`config.mk`:
```
export PLATFORM = sky130hd
export DESIGN_NAME = owr_ds18b20_slave
export DESIGN_NICKNAME = d
export VERILOG_FILES = /design/src/rtl/owr_pkg.sv /design/src/rtl/owr_crc8.sv /design/src/rtl/owr_ds18b20_slave.sv
export SDC_FILE = /design/constraint.sdc
export NUM_CORES = 1
export LEC_CHECK = 0
export CORE_ASPECT_RATIO = 1.4
export CORE_UTILIZATION = 25
export CTS_CLUSTER_SIZE = 12
export DETAILED_ROUTE_END_ITERATION = 10
export GPL_TIMING_DRIVEN = 1
export PLACE_DENSITY = 0.49
export SKIP_CTS_REPAIR_TIMING = 1
export SLEW_MARGIN = 10
export SYNTH_ARGS = -nofsm -noshare
export SYNTH_HDL_FRONTEND = slang
export SYNTH_SLANG_ARGS = --single-unit
```
`constraint.sdc`:
```
create_clock -name i_clk -period 3.09 [get_ports i_clk]
set_clock_uncertainty 0.2 [all_clocks]
set_input_delay 0.7725 -clock i_clk [delete_from_list [all_inputs] [get_ports i_clk]]
set_output_delay 0.7725 -clock i_clk [all_outputs]
set_load 0.005 [all_outputs]
```
`src/rtl/owr_pkg.sv`:
```
// Shared types and constants for the 1-Wire DS18B20 responder and its master-side peers.
package owr_pkg;
  typedef enum logic [2:0] {
    S_IDLE, S_PRES_WAIT, S_PRES_DRV, S_ROM_CMD,
    S_TX_ROM, S_FUNC_CMD, S_CONV, S_TX_SCR
  } state_t;

  localparam logic [7:0] CMD_SKIP_ROM = 8'hCC;
  localparam logic [7:0] CMD_READ_ROM = 8'h33;
  localparam logic [7:0] CMD_CONVERT  = 8'h44;
  localparam logic [7:0] CMD_READ_SCR = 8'hBE;

  // Fixed scratchpad bytes 2..7: TH, TL, config, reserved
  localparam logic [7:0] SCR_TH   = 8'h4B;
  localparam logic [7:0] SCR_TL   = 8'h46;
  localparam logic [7:0] SCR_CFG  = 8'h7F;
  localparam logic [7:0] SCR_RSV0 = 8'hFF;
  localparam logic [7:0] SCR_RSV1 = 8'h0C;
  localparam logic [7:0] SCR_RSV2 = 8'h10;

  localparam logic [7:0] CRC_POLY = 8'h8C;
endpackage

```
`src/rtl/owr_crc8.sv`:
```
// Bit-serial Dallas/Maxim CRC8 (x^8+x^5+x^4+1), data consumed LSB first.
module owr_crc8
  import owr_pkg::*;
(
  input  logic       i_clk,
  input  logic       i_rst_n,
  input  logic       i_clr,
  input  logic       i_en,
  input  logic       i_bit,
  output logic [7:0] o_crc
);
  logic fb;
  assign fb = o_crc[0] ^ i_bit;

  always_ff @(posedge i_clk or negedge i_rst_n) begin
    if (!i_rst_n)  o_crc <= 8'h00;
    else if (i_clr) o_crc <= 8'h00;
    else if (i_en)  o_crc <= (o_crc >> 1) ^ (fb ? CRC_POLY : 8'h00);
  end
endmodule

```
`src/rtl/owr_ds18b20_slave.sv`:
```
// DS18B20 emulator on a 1-Wire bus: presence, Skip/Read ROM, Convert T, Read Scratchpad.
module owr_ds18b20_slave
  import owr_pkg::*;
#(
  parameter int          CLK_PER_US  = 48,
  parameter int          RST_MIN_US  = 400,
  parameter int          PRES_DLY_US = 30,
  parameter int          PRES_LEN_US = 120,
  parameter int          SAMPLE_US   = 30,
  parameter int          TX0_US      = 30,
  parameter int          CONV_US     = 750000,
  parameter logic [15:0] POR_TEMP    = 16'h0550,
  parameter logic [63:0] ROM_ID      = 64'h0
) (
  input  logic        i_clk,
  input  logic        i_rst_n,
  input  logic        i_owr,
  output logic        o_owr_pd,
  input  logic [15:0] i_temp,
  output logic        o_conv_busy,
  output logic        o_conv_stb,
  output logic [7:0]  o_cmd,
  output logic        o_cmd_stb
);
  localparam int PW = (CLK_PER_US > 1) ? $clog2(CLK_PER_US) : 1;
  localparam int UW = 10;
  localparam int CW = $clog2(CONV_US + 1);

  logic [2:0]    sync;
  logic          owr_s, fall, rise, fall_slot, rst_det;
  logic [PW-1:0] presc;
  logic          us_tick;
  logic [UW-1:0] us_cnt;
  state_t        state;
  logic [6:0]    bit_cnt;
  logic [6:0]    rx_sh;
  logic [7:0]    rx_byte;
  logic          slot_act, rx_pt, tx_pt, is_rx, is_tx, tx_bit;
  logic          pres_on, pres_off;
  logic [CW-1:0] conv_tmr;
  logic [15:0]   temp;
  logic [63:0]   scr;
  logic [7:0]    crc;
  logic          crc_en;

  // sync[1:0] is the synchronizer, sync[2] only remembers the previous synced level
  always_ff @(posedge i_clk or negedge i_rst_n) begin
    if (!i_rst_n) sync <= 3'b111;
    else          sync <= {sync[1:0], i_owr};
  end
  assign owr_s     = sync[1];
  assign fall      = sync[2] & ~sync[1];
  assign rise      = ~sync[2] & sync[1];
  assign fall_slot = fall & ~o_owr_pd;
  assign rst_det   = rise && (int'(us_cnt) >= RST_MIN_US);

  assign us_tick = (presc == PW'(CLK_PER_US - 1));
  always_ff @(posedge i_clk or negedge i_rst_n) begin
    if (!i_rst_n)     presc <= '0;
    else if (us_tick) presc <= '0;
    else              presc <= presc + 1'b1;
  end

  always_ff @(posedge i_clk or negedge i_rst_n) begin
    if (!i_rst_n)                       us_cnt <= '0;
    else if (fall_slot || rst_det)      us_cnt <= '0;
    else if (us_tick && us_cnt != '1)   us_cnt <= us_cnt + 1'b1;
  end

  // Presence edges fire on the tick that completes the interval, not one cycle later
  assign pres_on  = us_tick && (int'(us_cnt) + 1 >= PRES_DLY_US);
  assign pres_off = us_tick && (int'(us_cnt) + 1 >= PRES_DLY_US + PRES_LEN_US);
  assign rx_pt    = slot_act && (int'(us_cnt) >= SAMPLE_US);
  assign tx_pt    = slot_act && (int'(us_cnt) >= TX0_US);
  assign is_rx    = (state == S_ROM_CMD) || (state == S_FUNC_CMD);
  assign is_tx    = (state == S_TX_ROM) || (state == S_TX_SCR) || (state == S_CONV);
  assign rx_byte  = {owr_s, rx_sh};

  assign scr = {SCR_RSV2, SCR_RSV1, SCR_RSV0, SCR_CFG, SCR_TL, SCR_TH, temp};

  always_comb begin
    tx_bit = 1'b1;
    case (state)
      S_TX_ROM: tx_bit = ROM_ID[bit_cnt[5:0]];
      S_TX_SCR: tx_bit = (bit_cnt < 7'd64) ? scr[bit_cnt[5:0]] : crc[bit_cnt[2:0]];
      S_CONV:   tx_bit = ~o_conv_busy;
      default:  tx_bit = 1'b1;
    endcase
  end

  // CRC folds in each data bit as its slot completes; byte 8 is sent from the frozen result
  assign crc_en = (state == S_TX_SCR) && !rst_det && !fall_slot && tx_pt && (bit_cnt < 7'd64);

  owr_crc8 u_crc (
    .i_clk   (i_clk),
    .i_rst_n (i_rst_n),
    .i_clr   (state != S_TX_SCR),
    .i_en    (crc_en),
    .i_bit   (tx_bit),
    .o_crc   (crc)
  );

  always_ff @(posedge i_clk or negedge i_rst_n) begin
    if (!i_rst_n) begin
      state       <= S_IDLE;
      o_owr_pd    <= 1'b0;
      bit_cnt     <= '0;
      rx_sh       <= '0;
      slot_act    <= 1'b0;
      o_cmd       <= 8'h00;
      o_cmd_stb   <= 1'b0;
      o_conv_busy <= 1'b0;
      o_conv_stb  <= 1'b0;
      conv_tmr    <= '0;
      temp        <= POR_TEMP;
    end else begin
      o_cmd_stb  <= 1'b0;
      o_conv_stb <= 1'b0;

      if (o_conv_busy && us_tick) begin
        if (conv_tmr == CW'(1)) begin
          o_conv_busy <= 1'b0;
          o_conv_stb  <= 1'b1;
          temp        <= i_temp;
        end
        conv_tmr <= conv_tmr - 1'b1;
      end

      if (rst_det) begin
        state    <= S_PRES_WAIT;
        o_owr_pd <= 1'b0;
        bit_cnt  <= '0;
        slot_act <= 1'b0;
      end else begin
        case (state)
          S_IDLE: ;
          S_PRES_WAIT: if (pres_on) begin
            o_owr_pd <= 1'b1;
            state    <= S_PRES_DRV;
          end
          S_PRES_DRV: if (pres_off) begin
            o_owr_pd <= 1'b0;
            state    <= S_ROM_CMD;
          end
          default: begin
            if (fall_slot) begin
              slot_act <= 1'b1;
              if (is_tx && !tx_bit) o_owr_pd <= 1'b1;
            end else if (is_rx && rx_pt) begin
              slot_act <= 1'b0;
              rx_sh    <= rx_byte[7:1];
              bit_cnt  <= bit_cnt + 1'b1;
              if (bit_cnt == 7'd7) begin
                bit_cnt <= '0;
                if (state == S_ROM_CMD) begin
                  if (rx_byte == CMD_SKIP_ROM)      state <= S_FUNC_CMD;
                  else if (rx_byte == CMD_READ_ROM) state <= S_TX_ROM;
                  else                              state <= S_IDLE;
                end else begin
                  o_cmd     <= rx_byte;
                  o_cmd_stb <= 1'b1;
                  if (rx_byte == CMD_CONVERT) begin
                    o_conv_busy <= 1'b1;
                    conv_tmr    <= CW'(CONV_US);
                    state       <= S_CONV;
                  end else if (rx_byte == CMD_READ_SCR) begin
                    state <= S_TX_SCR;
                  end else begin
                    state <= S_IDLE;
                  end
                end
              end
            end else if (is_tx && tx_pt) begin
              slot_act <= 1'b0;
              o_owr_pd <= 1'b0;
              bit_cnt  <= bit_cnt + 1'b1;
              if (state == S_TX_ROM && bit_cnt == 7'd63) begin
                bit_cnt <= '0;
                state   <= S_FUNC_CMD;
              end
              if (state == S_TX_SCR && bit_cnt == 7'd71) state <= S_IDLE;
            end
          end
        endcase
      end
    end
  end
endmodule

```
### Word level (Yosys, flattened, before mapping)

Memory sizes are Yosys's and may differ from the RTL's.
Index checks and enable logic that the tools add are counted.

* flip-flop bits (word level): 93
* bits in latches: 0
* bits in writable memories: 0
* bits in read-only memories: 64
* bits of input ports: 19
* logic and storage cells: 178
* memories: 1

Memories
* (name not given): words 64, width 1, rd ports 1, clocked after Yosys merged registers in 0, write ports 0, line owr_ds18b20_slave.sv:84 `S_TX_ROM: tx_bit = ROM_ID[bit_cnt[5:0]];`

* add/subtract/negate cells: 5
* multipliers: 0
* div/mod/pow operators: 0
* order comparisons: 7
* equality and inequality tests: 27
* shift operators: 0
* muxes and demuxes: 72
* bitwise gates (word level): 13
* reductions and logical operators: 38

Operator list (number)
* two-way mux 20 bit: 8
* two-way mux 7 bit: 7
* two-way mux 3 bit: 14
* >= comparator 32 x 6 -> 1 bit, second input constant: 1
* two-way mux 1 bit: 32
* two-way mux 8 bit: 3
* equality test 20 x 1 -> 1 bit, second input constant: 1
* two-way mux 10 bit: 2
* subtractor 20 x 1 -> 20 bit, second input constant: 1
* equality test 8 bit, second input constant: 2
* logical AND 1 bit: 15
* equality test 3 bit, second input constant: 4
* AND reduction 6 bit: 2
* adder 10 x 1 -> 11 bit, second input constant: 1
* >= comparator 11 x 8 -> 1 bit, second input constant: 1
* adder 10 x 1 -> 10 bit, second input constant: 1
* >= comparator 10 x 5 -> 1 bit, second input constant: 1
* >= comparator 10 x 9 -> 1 bit, second input constant: 1
* inequality test 10 bit, second input constant: 1
* nonzero test 5 bit: 2
* inequality test 3 bit, second input constant: 3
* case mux 3 bit (3 select lines): 1
* equality test 8 x 6 -> 1 bit, second input constant: 1
* equality test 8 x 7 -> 1 bit, second input constant: 1
* 37 further kinds: 56

### Longest topological paths before layout

* word-level depth: 10
* depth in mapped cells: 10
* depth with buffers taken out: 9

### By module

A second synthesis with hierarchy kept.

* cells, all modules: 505
* area total of the unflattened synthesis: 5154.9 µm²

Modules (own cells, without submodules)
* owr_ds18b20_slave: instances 1, cells an instance 473, area each 4782.1 µm², seq. area each 2135.8 µm²
* owr_crc8: instances 1, cells an instance 32, area each 372.9 µm², seq. area each 200.2 µm²

### Worst setup path after synthesis

Ideal clock, no wire load.

* kind: register to register
* start point: reg bit_cnt[0]
* end point: reg u_crc.o_crc[2]
* library setup time: 125 ps
* data arrival time: 2469 ps
* setup slack: 296 ps
* cell stages (with the launch flop): 11
* path buffers: 1
* cell sequence: dfrtp_1 > buf_2 > inv_1 > ha_1 > inv_1 > a2111oi_0 > a311o_1 > a311oi_2 > or3_1 > a21oi_1 > a2111oi_0

* cells in the longest elaborated chain, start to end: 9
* elaborated cells on any way between the ends: 16

Ends and longest elaborated chain
* from (decl): line owr_ds18b20_slave.sv:35 `logic [6:0] bit_cnt;`
* from (signal assigned): line owr_ds18b20_slave.sv:152 `bit_cnt <= bit_cnt + 1'b1;`
* from (signal assigned): line owr_ds18b20_slave.sv:176 `bit_cnt <= bit_cnt + 1'b1;`
* binary-select mux 1 bit (select 6 bit) / binary-select mux 1 bit (select 3 bit) (equally long branches): line owr_ds18b20_slave.sv:85 `S_TX_SCR: tx_bit = (bit_cnt < 7'd64) ? scr[bit_cnt[5:0]] : crc[bit_cnt[2:0]];`
* two-way mux 1 bit (implied by the code): line owr_ds18b20_slave.sv:85
* two-way mux 1 bit: line owr_ds18b20_slave.sv:85
* case mux 1 bit (3 select lines): line owr_ds18b20_slave.sv:83 `case (state)`
* XOR 1 bit: line owr_crc8.sv:13 `assign fb = o_crc[0] ^ i_bit;`
* two-way mux 8 bit: line owr_crc8.sv:18 `else if (i_en) o_crc <= (o_crc >> 1) ^ (fb ? CRC_POLY : 8'h00);`
* XOR 7 x 8 -> 8 bit: line owr_crc8.sv:18
* two-way mux 8 bit: line owr_crc8.sv:18
* two-way mux 8 bit: line owr_crc8.sv:17 `else if (i_clr) o_crc <= 8'h00;`
* to (signal assigned): line owr_crc8.sv:18
* to (decl): line owr_crc8.sv:10 `output logic [7:0] o_crc`

Several ways; a longest one is shown, not always the timed one. The select of a mux whose other input is x is not followed.
A chain may end at the register's enable or synchronous reset.

### Final worst setup path

* start point: reg bit_cnt[0]
* end point: reg state[0]

* cells in the longest elaborated chain, start to end: 8
* elaborated cells on any way between the ends: 14

Ends and longest elaborated chain
* equality test 7 bit: line owr_ds18b20_slave.sv:181 `if (state == S_TX_SCR && bit_cnt == 7'd71) state <= S_IDLE;`
* logical AND 1 bit: line owr_ds18b20_slave.sv:181
* two-way mux 3 bit: line owr_ds18b20_slave.sv:181
* two-way mux 3 bit: line owr_ds18b20_slave.sv:173 `end else if (is_tx && tx_pt) begin`
* two-way mux 3 bit: line owr_ds18b20_slave.sv:149 `end else if (is_rx && rx_pt) begin`
* two-way mux 3 bit: line owr_ds18b20_slave.sv:146 `if (fall_slot) begin`
* case mux 3 bit (3 select lines): line owr_ds18b20_slave.sv:135 `case (state)`
* two-way mux 3 bit: line owr_ds18b20_slave.sv:129 `if (rst_det) begin`
* to (signal assigned): line owr_ds18b20_slave.sv:130 `state <= S_PRES_WAIT;`
* to (signal assigned): line owr_ds18b20_slave.sv:139 `state <= S_PRES_DRV;`
* to (signal assigned): line owr_ds18b20_slave.sv:156 `if (rx_byte == CMD_SKIP_ROM) state <= S_FUNC_CMD;`
* to (decl): line owr_ds18b20_slave.sv:34 `state_t state;`

Several ways; a longest one is shown, not always the timed one. The select of a mux whose other input is x is not followed.

==> impl_results.md <==
* Status: complete, no violations
* CP Cell Sequence: buf_4 > ha_1 > and3_1 > nand3_1 > or4_1 > nand3_2 > o31ai_2 > or2_2 > a211oi_1
* Pwr Total at around 2.5 mW
* Critical Path AT at slightly below 3 ns
* Final min period at around 2.9 ns
* Buf/Inv on CP at 1
* Slew Viols, Final at 0
* Drt drc at 0
* Max Clock Freq at 0.347 GHz
* Iteration-0 DRC Markers at approximately 340
* Nets at 579
* Core Region at just over 20000 um^2
* Clock transition at the registers of the reported paths at 0.07 ns
* Crit end category: register
* CTS tree: built
* Root Driver: clkbuf_16
* Vias/cell at ~4.9
* RePlAce Congestion at 0.803
* Met2 wire length at 6080 um
* Total track usage at approximately an eighth
* Synth async-reset ratio at 100%
* Max cap viols at 0
* Synth Area per Inst at about 10 um^2
* GRT overflow at 0
* Worst-skew pair later-pin latency at between 0.3 and 0.4 ns
* Worst Path Required at ~3.2 ns
* Setup crit start kind: register
* Global-route wire length before repair at about 20000 um
* Leak at approximately 2.5 nW
* Top sig layer: met4
* Peak supply drop at about 0.27 mV
* Share of post-route cells with drive strength above 1 at roughly 16%
* H-tree Lvls at 3
* Number of flops mapped to enable cells by yosys at 0
* Crit-path max FO at 12
* FP Rows at 62
* Vias in the first global route at approximately 4000
* Hold_ws at roughly 0.16 ns
* N_diodes at 0
* Pwr Density at approximately 400 nW/um^2
* FF+latch count, synth at between 90 and 100
* Critical path's slowest cell: or4_1
* Top_reg_cell synth: dfrtp_1
* Worst slew pin tran at approximately 0.8 ns
* Detailed-route via count at between 3000 and 4000
* Unrepaired setup endpoints after global routing: false
* Routed wire length at between 10000 and 15000 um
* Port buffer count at 30
* Synthesized Nets at 557
* Yosys warning count at 0
* DIE WIDTH at between 100 and 150 um
* Placed cells at ~800
* Initial Utilization at between 20% and 30%
* Die Span Y at 173 um
* Routed length per instance at ~15 um
* Clock Sinks at 93
* Sequential element share of the synthesized area at 44.9%
* M1 WL at roughly 5400 um
* Synth Instances at between 500 and 600
* Drt pass-1 iters at 5
* Die area at roughly 21000 um^2
* Relative slew slack at ~46%
* Routed Antenna Nets at 0
* Hpwl dp at between 8000 and 9000 um
* Initial antenna violation count at 0
* CTS Buf Count at 9
* Cell area after synthesis at 5200 um^2
* Layout Cells excl Fill at between 800 and 900
* Number of I/O pins at 31
* Routed wl met3 at 359 um
* Tcrit/Tclk final at 93.3%
* Final hold viol count at 0
* Largest net degree at the start of global routing at around 50
* Clock Path Buffers at 2
* Hold WC Path Type: reg -> reg
* Critical path class: reg -> reg
* Setup TNS at 0 ns
* Family with the most delay on the worst path: simple AND/OR/NAND/NOR gates
* Layout area overhead at 17.5%
* Netlist cell types at 67
* Slowest cell delay on critical path at 0.44 ns
* Endpoints failing setup at 0
[cell type report]
cell class | count | area (um^2)
flip-flops and latches | 93 | 2340
clock buffers | 10 | 239
repair buffers | 39 | 378
well taps | 256 | 320
multi-input cells | 389 | 2700
inverters | 17 | 63.8
fillers | 2158 | 14400
clock inverters | 6 | 77.6
[layer usage]
layer / track usage [%] / vias up
met4: 3.67 / 0
met1: 14.8 / 1954
met2: 20.4 / 55
li1: - / 1936
met3: 2.67 / 13
met5: 0 / -
[cells by family after synthesis]
family	Yosys count	synth area share [%]
muxes	42	9.79
DFF	93	44.9
and+or+nand+nor	212	21.4
xor gates and xnor gates	30	5.05
buffers and inverters	45	3.61
adders and majority gates	11	2.65
AOI/OAI and AO/OA	94	12.6
[flip-flops by register name, summed over array words and instances, names as in the netlist]
signal / flops
conv_tmr: 20
u_crc.o_crc: 8
slot_act: 1
temp: 16
state: 3
presc: 6
o_owr_pd: 1
o_conv_busy: 1
us_cnt: 10
o_cmd_stb: 1
bit_cnt: 7
o_cmd: 8
o_conv_stb: 1
rx_sh: 7
sync: 3
[worst paths after layout]
check | start | depth (start not counted) | to | slack (ns)
worst max-delay path | bit_cnt[0] | 9 | state[0] | 0.21
worst min-delay path | sync[0] | 0 | sync[1] | 0.16
worst max register to register | bit_cnt[0] | 9 | state[0] | 0.21
worst min register to register | sync[0] | 0 | sync[1] | 0.16
max in group asynchronous | i_rst_n | 2 | temp[6] | 1.78
min in group asynchronous | i_rst_n | 1 | us_cnt[0] | 0.20
[power by group]
part	total, mW	internal (mW)	switching [mW]
registers	1.24	1.23	0.00919
logic	0.0850	0.0411	0.0439
clock network	1.18	0.665	0.513
[metrics by stage]
stage                     setup slack (ns)  instance area, um^2  util, %
final                                0.206                 6110     29.8
after global routing                0.0100                 6110     29.8
after floorplan                      0.296                 5200        -
after detailed placement             0.240                 5780     28.2
after CTS                            0.196                 6100     29.8
after global placement               0.257                 5780     28.2
[Yosys cell counts, types with 2 or more instances]
library cell,count,area share (%)
nand3b_1,4,0.58
dfrtp_1,86,41
and4_1,4,0.67
nor4b_1,2,0.34
nand4_1,9,1.1
o211ai_1,4,0.58
nor4_1,6,0.72
o21ai_0,25,2.4
nor2b_1,7,0.84
inv_1,17,1.2
a21o_1,4,0.58
xnor2_1,19,3.2
a2111oi_0,3,0.51
xor2_1,11,1.9
dfstp_2,7,3.5
or2_2,5,0.60
nand3_1,20,1.9
mux2i_1,7,1.3
o31ai_1,4,0.58
a22oi_1,2,0.29
clkbuf_1,18,1.3
nand2_1,49,3.5
a31oi_1,3,0.36
or4_4,2,0.43
a211oi_1,3,0.43
a211o_1,2,0.34
nor4bb_1,3,0.58
and2_1,4,0.48
ha_1,11,2.6
nor3_2,2,0.38
buf_2,9,0.87
mux2_2,31,6.7
o311ai_0,3,0.51
nor3_1,17,1.6
nand2b_1,6,0.72
nor2_1,45,3.2
mux4_2,4,1.7
and4b_1,2,0.38
or4_1,3,0.43
or3_1,9,1.1
and3_1,7,0.84
a21oi_1,23,2.2
[cells in the final DEF, fill, tap and decap left out, types with 5 or more instances in the layout]
cell	netlist	routed
xor2_1	11	11
nor2_1	45	45
a21oi_1	23	23
clkbuf_16	0	9
clkdlybuf4s50_1	0	29
nor2b_1	7	7
nand2_1	49	49
nand3_1	20	20
buf_4	0	9
nor4_1	6	5
xnor2_1	19	19
or3_1	9	9
dfstp_2	7	7
or2_2	5	5
inv_1	17	17
mux2i_1	7	7
nand2b_1	6	6
dfrtp_1	86	86
nor3_1	17	17
o21ai_0	25	25
nand4_1	9	9
ha_1	11	11
mux2_2	31	31
and3_1	7	7
No activity file was read; power rests on OpenSTA's default activity.
